===== src/rtl/datapath_seq.sv =====
//------------------------------------------------------------------------------
// datapath_seq
//
// Register-file datapath with a built-in command sequencer. One handshaken
// command runs read A, read B, execute and writeback on its own, so the
// command source never has to drive per-stage switch controls.
//
// Ports
//   clk        rising-edge clock
//   reset_n    asynchronous active-low reset
//   cmd_valid  command present
//   cmd_ready  high exactly while the sequencer is idle
//   cmd_op     0 MOVI, 1 MOV, 2 ADD, 3 CMP, 4 AND, 5 MVN, 6-7 reserved
//   cmd_rd     destination register
//   cmd_rn     first operand register (A)
//   cmd_rm     second operand register (B, passes through the shifter)
//   cmd_shift  0 none, 1 LSL1, 2 LSR1 (zero fill), 3 ASR1
//   cmd_imm    immediate for MOVI
//   busy       inverse of cmd_ready
//   done       one-cycle pulse when a command completes
//   result     C register
//   status     {V, N, Z}
//   dbg_addr   debug read address
//   dbg_data   combinational R[dbg_addr]
//------------------------------------------------------------------------------
module datapath_seq #(
  parameter int WIDTH  = 16,
  parameter int REG_AW = 3
) (
  input  logic              clk,
  input  logic              reset_n,
  input  logic              cmd_valid,
  output logic              cmd_ready,
  input  logic [2:0]        cmd_op,
  input  logic [REG_AW-1:0] cmd_rd,
  input  logic [REG_AW-1:0] cmd_rn,
  input  logic [REG_AW-1:0] cmd_rm,
  input  logic [1:0]        cmd_shift,
  input  logic [WIDTH-1:0]  cmd_imm,
  output logic              busy,
  output logic              done,
  output logic [WIDTH-1:0]  result,
  output logic [2:0]        status,
  input  logic [REG_AW-1:0] dbg_addr,
  output logic [WIDTH-1:0]  dbg_data
);

  localparam int NREGS = 2**REG_AW;

  localparam logic [2:0] OP_MOVI = 3'd0;
  localparam logic [2:0] OP_MOV  = 3'd1;
  localparam logic [2:0] OP_ADD  = 3'd2;
  localparam logic [2:0] OP_CMP  = 3'd3;
  localparam logic [2:0] OP_AND  = 3'd4;
  localparam logic [2:0] OP_MVN  = 3'd5;

  typedef enum logic [2:0] {
    S_IDLE,
    S_LOADA,
    S_LOADB,
    S_EXEC,
    S_WRITE
  } state_t;

  // Single-bit shifter applied to the B operand.
  function automatic logic signed [WIDTH-1:0] shift_b(
    input logic signed [WIDTH-1:0] b,
    input logic [1:0]              sh
  );
    case (sh)
      2'd1:    shift_b = b <<< 1;
      2'd2:    shift_b = b >> 1;   // logical: zero fill even on a signed operand
      2'd3:    shift_b = b >>> 1;
      default: shift_b = b;
    endcase
  endfunction

  // ALU result, wrapping modulo 2**WIDTH. MOV/MVN ignore A entirely.
  function automatic logic signed [WIDTH-1:0] alu_res(
    input logic [2:0]              op,
    input logic signed [WIDTH-1:0] a,
    input logic signed [WIDTH-1:0] bs
  );
    case (op)
      OP_ADD:  alu_res = a + bs;
      OP_CMP:  alu_res = a - bs;
      OP_AND:  alu_res = a & bs;
      OP_MOV:  alu_res = bs;
      OP_MVN:  alu_res = ~bs;
      default: alu_res = '0;
    endcase
  endfunction

  // Two's-complement overflow; only arithmetic ops can set V.
  function automatic logic alu_ovf(
    input logic [2:0]              op,
    input logic signed [WIDTH-1:0] a,
    input logic signed [WIDTH-1:0] bs,
    input logic signed [WIDTH-1:0] y
  );
    case (op)
      OP_ADD:  alu_ovf = (a[WIDTH-1] == bs[WIDTH-1]) && (y[WIDTH-1] != a[WIDTH-1]);
      OP_CMP:  alu_ovf = (a[WIDTH-1] != bs[WIDTH-1]) && (y[WIDTH-1] != a[WIDTH-1]);
      default: alu_ovf = 1'b0;
    endcase
  endfunction

  state_t state, state_nx;

  // Captured command fields; the source may change its inputs after accept.
  logic [2:0]        op_q;
  logic [REG_AW-1:0] rd_q;
  logic [REG_AW-1:0] rn_q;
  logic [REG_AW-1:0] rm_q;
  logic [1:0]        sh_q;

  logic signed [WIDTH-1:0] rf [NREGS];
  logic signed [WIDTH-1:0] a_reg;
  logic signed [WIDTH-1:0] b_reg;
  logic signed [WIDTH-1:0] c_reg;
  logic [2:0]              status_reg;

  logic signed [WIDTH-1:0] bs;
  logic signed [WIDTH-1:0] alu_y;
  logic                    alu_v;

  logic accept;
  logic ld_a;
  logic ld_b;
  logic exec;
  logic wr_rf;
  logic fin;

  //----------------------------------------------------------------------------
  // Sequencer: state register
  //----------------------------------------------------------------------------
  always_ff @(posedge clk or negedge reset_n) begin
    if (!reset_n) begin
      state <= S_IDLE;
    end else begin
      state <= state_nx;
    end
  end

  //----------------------------------------------------------------------------
  // Sequencer: next state
  //----------------------------------------------------------------------------
  always_comb begin
    state_nx = state;
    case (state)
      S_IDLE: begin
        if (accept) begin
          case (cmd_op)
            OP_MOVI:                state_nx = S_WRITE;
            OP_MOV, OP_MVN:         state_nx = S_LOADB;
            OP_ADD, OP_CMP, OP_AND: state_nx = S_LOADA;
            default:                state_nx = S_IDLE;  // reserved: done pulse only
          endcase
        end
      end
      S_LOADA: state_nx = S_LOADB;
      S_LOADB: state_nx = S_EXEC;
      S_EXEC:  state_nx = (op_q == OP_CMP) ? S_IDLE : S_WRITE;
      S_WRITE: state_nx = S_IDLE;
      default: state_nx = S_IDLE;
    endcase
  end

  //----------------------------------------------------------------------------
  // Sequencer: outputs and datapath strobes
  //----------------------------------------------------------------------------
  always_comb begin
    cmd_ready = (state == S_IDLE);
    accept    = cmd_valid && cmd_ready;
    ld_a      = (state == S_LOADA);
    ld_b      = (state == S_LOADB);
    exec      = (state == S_EXEC);
    wr_rf     = (state == S_WRITE);
    // Last edge of a command: writeback, CMP's execute, or a reserved accept.
    fin       = wr_rf || (exec && (op_q == OP_CMP)) || (accept && (cmd_op > OP_MVN));
  end

  assign busy = ~cmd_ready;

  always_ff @(posedge clk or negedge reset_n) begin
    if (!reset_n) begin
      done <= 1'b0;
    end else begin
      done <= fin;
    end
  end

  always_ff @(posedge clk) begin
    if (accept) begin
      op_q <= cmd_op;
      rd_q <= cmd_rd;
      rn_q <= cmd_rn;
      rm_q <= cmd_rm;
      sh_q <= cmd_shift;
    end
  end

  //----------------------------------------------------------------------------
  // Execute stage: shifter and ALU on the A/B registers
  //----------------------------------------------------------------------------
  always_comb begin
    bs    = shift_b(b_reg, sh_q);
    alu_y = alu_res(op_q, a_reg, bs);
    alu_v = alu_ovf(op_q, a_reg, bs, alu_y);
  end

  //----------------------------------------------------------------------------
  // Operand, result and status registers
  //----------------------------------------------------------------------------
  always_ff @(posedge clk or negedge reset_n) begin
    if (!reset_n) begin
      a_reg      <= '0;
      b_reg      <= '0;
      c_reg      <= '0;
      status_reg <= '0;
    end else begin
      if (ld_a) begin
        a_reg <= rf[rn_q];
      end
      if (ld_b) begin
        b_reg <= rf[rm_q];
      end
      // MOVI bypasses the ALU: the immediate lands in C at the accept edge.
      if (accept && (cmd_op == OP_MOVI)) begin
        c_reg <= cmd_imm;
      end else if (exec && (op_q != OP_CMP)) begin
        c_reg <= alu_y;
      end
      if (exec) begin
        status_reg <= {alu_v, alu_y[WIDTH-1], (alu_y == '0)};
      end
    end
  end

  //----------------------------------------------------------------------------
  // Writeback stage: register file
  //----------------------------------------------------------------------------
  always_ff @(posedge clk or negedge reset_n) begin
    if (!reset_n) begin
      for (int i = 0; i < NREGS; i++) begin
        rf[i] <= '0;
      end
    end else if (wr_rf) begin
      rf[rd_q] <= c_reg;
    end
  end

  assign result   = c_reg;
  assign status   = status_reg;
  assign dbg_data = rf[dbg_addr];

endmodule

===== config.mk =====
export PLATFORM = sky130hd
export DESIGN_NAME = datapath_seq
export DESIGN_NICKNAME = d
export VERILOG_FILES = /design/src/rtl/datapath_seq.sv
export SDC_FILE = /design/constraint.sdc
export NUM_CORES = 1
export LEC_CHECK = 0
export ABC_CLOCK_PERIOD_IN_PS = 4600
export CAP_MARGIN = 20
export CORE_AREA = 2 2 207 209
export CTS_BUF_LIST = sky130_fd_sc_hd__clkbuf_2 sky130_fd_sc_hd__clkbuf_4 sky130_fd_sc_hd__clkbuf_8
export DETAILED_ROUTE_END_ITERATION = 12
export DIE_AREA = 0 0 209 211
export GPL_TIMING_DRIVEN = 0
export SLEW_MARGIN = 20
export SYNTH_ARGS = -nofsm -noshare
export SYNTH_HDL_FRONTEND = slang
export SYNTH_SLANG_ARGS = --single-unit

===== constraint.sdc =====
create_clock -name clk -period 4.6 [get_ports clk]
set_input_delay 0.92 -clock clk [delete_from_list [all_inputs] [get_ports clk]]
set_output_delay 0.92 -clock clk [all_outputs]
set_load 0.005 [all_outputs]

==> out/results.ini <==
[clock_network]
cts_max_level = 4
cts.path.max_buffers = 2
hold_buffers = 0
clk_pin_slew_ns = 0.10
clkSinkCount = 197
worstSkewPairLatency_ns = 0.49
cts_root_buf = clkbuf_8
numCtsBuffers = 17
cts_tree = yes

[synth]
syn_nets = 1067
synth-edff-count = 14
syn-instance-count = 1012
syn_area_um2 = 12400
synthFlopType = dfrtp_1
syn_avg_cell_area_um2 = 12.3
synth-seq-cells = 197
async_reset_ff_share_pct = 92.9
yosys_warnings = 0
ys_seq_area_share_pct = 40.3
synth_cell_types = 74

[sta]
fmax_mhz = 226
final.setup_skew_ns = 0.0176
fin_setup_tns_ns = 0
finalMaxSlewViolations = 0
fin_ws_ns = 0.172
worst_pin_slew_ns = 1.08
setup_viol = 0
rsz0062_at_grt = false
period_share_pct = 96.3
slew_headroom_pct = 28.1
hold_viol_final = 0
period_minus_slack_ns = 4.43

[place]
dp_slack_ns = -0.713
place_inst = 1624
hpwl_um = 28200
port_buffers = 71
place.gp.congestion = 0.933

[floorplan]
io_pins = 74
die_w_um = 209
die_h_um = 211
start_util_pct = 29.7
dieArea_um2 = 44100
rows = 75
core_um2 = 41800

[global_routing]
overflow = 0
antenna_found_initial = 0
grt_pass1_vias = 9346
grt_max_degree = 86
grtUsageTotal_pct = 17.7
grt_pass1_wl_um = 58200

[cells_and_area]
layout_common_cells = 183 x dfrtp_1, 152 x mux2_2, 96 x mux4_2, 70 x clkdlybuf4s50_1, 59 x nor2_1
layout.nets = 1164
areaGrowthSynthToFinish_pct = 16.7
final_common_cell = dfrtp_1
regMostFlops = rf
drive_gt1_share_pct = 30.1
fin_cells = 1660
diodes = 0
largest_reg_flops = 128

[setup_path]
critPathKind = input port to output port
critPathLaunch = dbg_addr[1]
cp_max_fo = 10
critPathRequiredTime_ns = 3.68
ff2ff_setup_slack_ns = 0.20
crit-reg2reg-launch = sh_q[0]
crit_arrival_ns = 3.51
end_kind = output port
crit_path_start_kind = input port
timing.rr.end = status[0]
worst-r2r-cell-count = 16

[drt]
first_pass_iters = 5
ant_nets = 0
drt_iter0_drc = 674
drc = 0
routed_wirelength_um = 38500
vias_per_cell = 5.54
vias = 9193
avgRoutedWirePerCell_um = 23.2

[status]
run_status = finished, final reports clean

[power]
vdd_drop_max_mv = 0.238
p_leak_nw = 6.05
power_per_cell_area_nw_per_um2 = 701

[min_path]
hold_path.class = input port to asynchronous set/reset pin

[run]
cap_violations = 0

==> worst max-delay path: stages <==
cell and delay, ns:
clkdlybuf4s50_1 0.66, clkbuf_1 0.72, mux4_2 0.42, mux2_2 0.32, clkdlybuf4s50_1 0.46
==> where the power goes <==
| group | total [mW] | switching, mW | leakage (nW) | internal (mW) |
|---|---|---|---|---|
| combinational | 5.49 | 2.71 | 3.28 | 2.78 |
| sequential | 3.46 | 0.940 | 2.56 | 2.52 |
| clock | 1.20 | 0.634 | 0.215 | 0.565 |
| total | 10.2 | 4.29 | 6.05 | 5.87 |
==> cells in the mapped netlist, drive strengths merged, types with 9 or more instances <==
cell type / instances / area share (%)
dfrtp: 183 / 37
mux2: 156 / 14
mux4: 96 / 17
nor2: 60 / 1.8
a21oi: 57 / 2.3
nand2: 52 / 1.6
clkbuf: 50 / 1.5
mux2i: 47 / 3.8
o21ai: 41 / 1.7
buf: 19 / 0.72
inv: 19 / 0.57
ha: 18 / 1.8
nand3: 17 / 0.69
edfxtp: 14 / 3.4
a22oi: 13 / 0.79
xor2: 13 / 0.92
a31oi: 11 / 0.55
xnor2: 11 / 0.84
nand2b: 10 / 0.50
nor2b: 9 / 0.45
==> per-layer routing <==
layer  GRT usage (%)  share of wire [%]  vias up
met4            6.50                3.0        0
met3            2.47                4.6       64
met2            30.7                 50      304
met5               0                  0        -
li1                -                  -     4091
met1            22.6                 42     4734
==> kinds of logic after synthesis <==
family	count (synthesis)	share of synthesized area, %
xor gates and xnor gates	24	1.75
AOI/OAI and AO/OA	180	9.51
and+or+nand+nor	205	8.23
DFF	197	40.3
buffers and inverters	88	2.80
adders and majority gates	19	1.98
muxes	299	35.5
==> through the flow <==
| stage | hold WS (ns) | instance area [um^2] | power [mW] | utilization [%] |
|---|---|---|---|---|
| 2_1_floorplan | 0.467 | 12400 | 6.90 | - |
| 3_5_place_dp | 0.468 | 13900 | 8.66 | 33.2 |
| 3_3_place_gp | 0.475 | 13800 | 8.55 | 33.0 |
| 5_1_grt | 0.277 | 14500 | 10.8 | 34.7 |
| 4_1_cts | 0.268 | 14400 | 9.99 | 34.4 |
| 6_report | 0.293 | 14500 | 10.2 | 34.7 |
==> layout make-up <==
type | instances | area [um^2]
Buffer | 65 | 287
Clock buffer | 20 | 263
Clock inverter | 11 | 149
Fill cell | 4047 | 27300
Inverter | 19 | 71.3
Multi-Input combinational cell | 727 | 7200
Sequential cell | 197 | 5000
Tap cell | 539 | 674
Timing Repair Buffer | 82 | 838
==> how the worst max path moves through the flow <==
| stage | endpoint | slack (ns) |
|---|---|---|
| after floorplan | status[0] | 0.34 |
| after global placement | done | -5.12 |
| after detailed placement | status[0] | -0.71 |
| after CTS | status[0] | 0.005 |
| after global routing | status[0] | 0.01 |
| final | dbg_data[14] | 0.17 |
==> repair_timing <==
item | in CTS | in global routing
resized for setup | 17 | 17
pin swaps | 1 | 1
endpoints found under the setup margin | 8 | 7
setup buffers | 4 | 5
endpoints found under the hold margin | 0 | 0
Power figures use the tool's default switching activity.
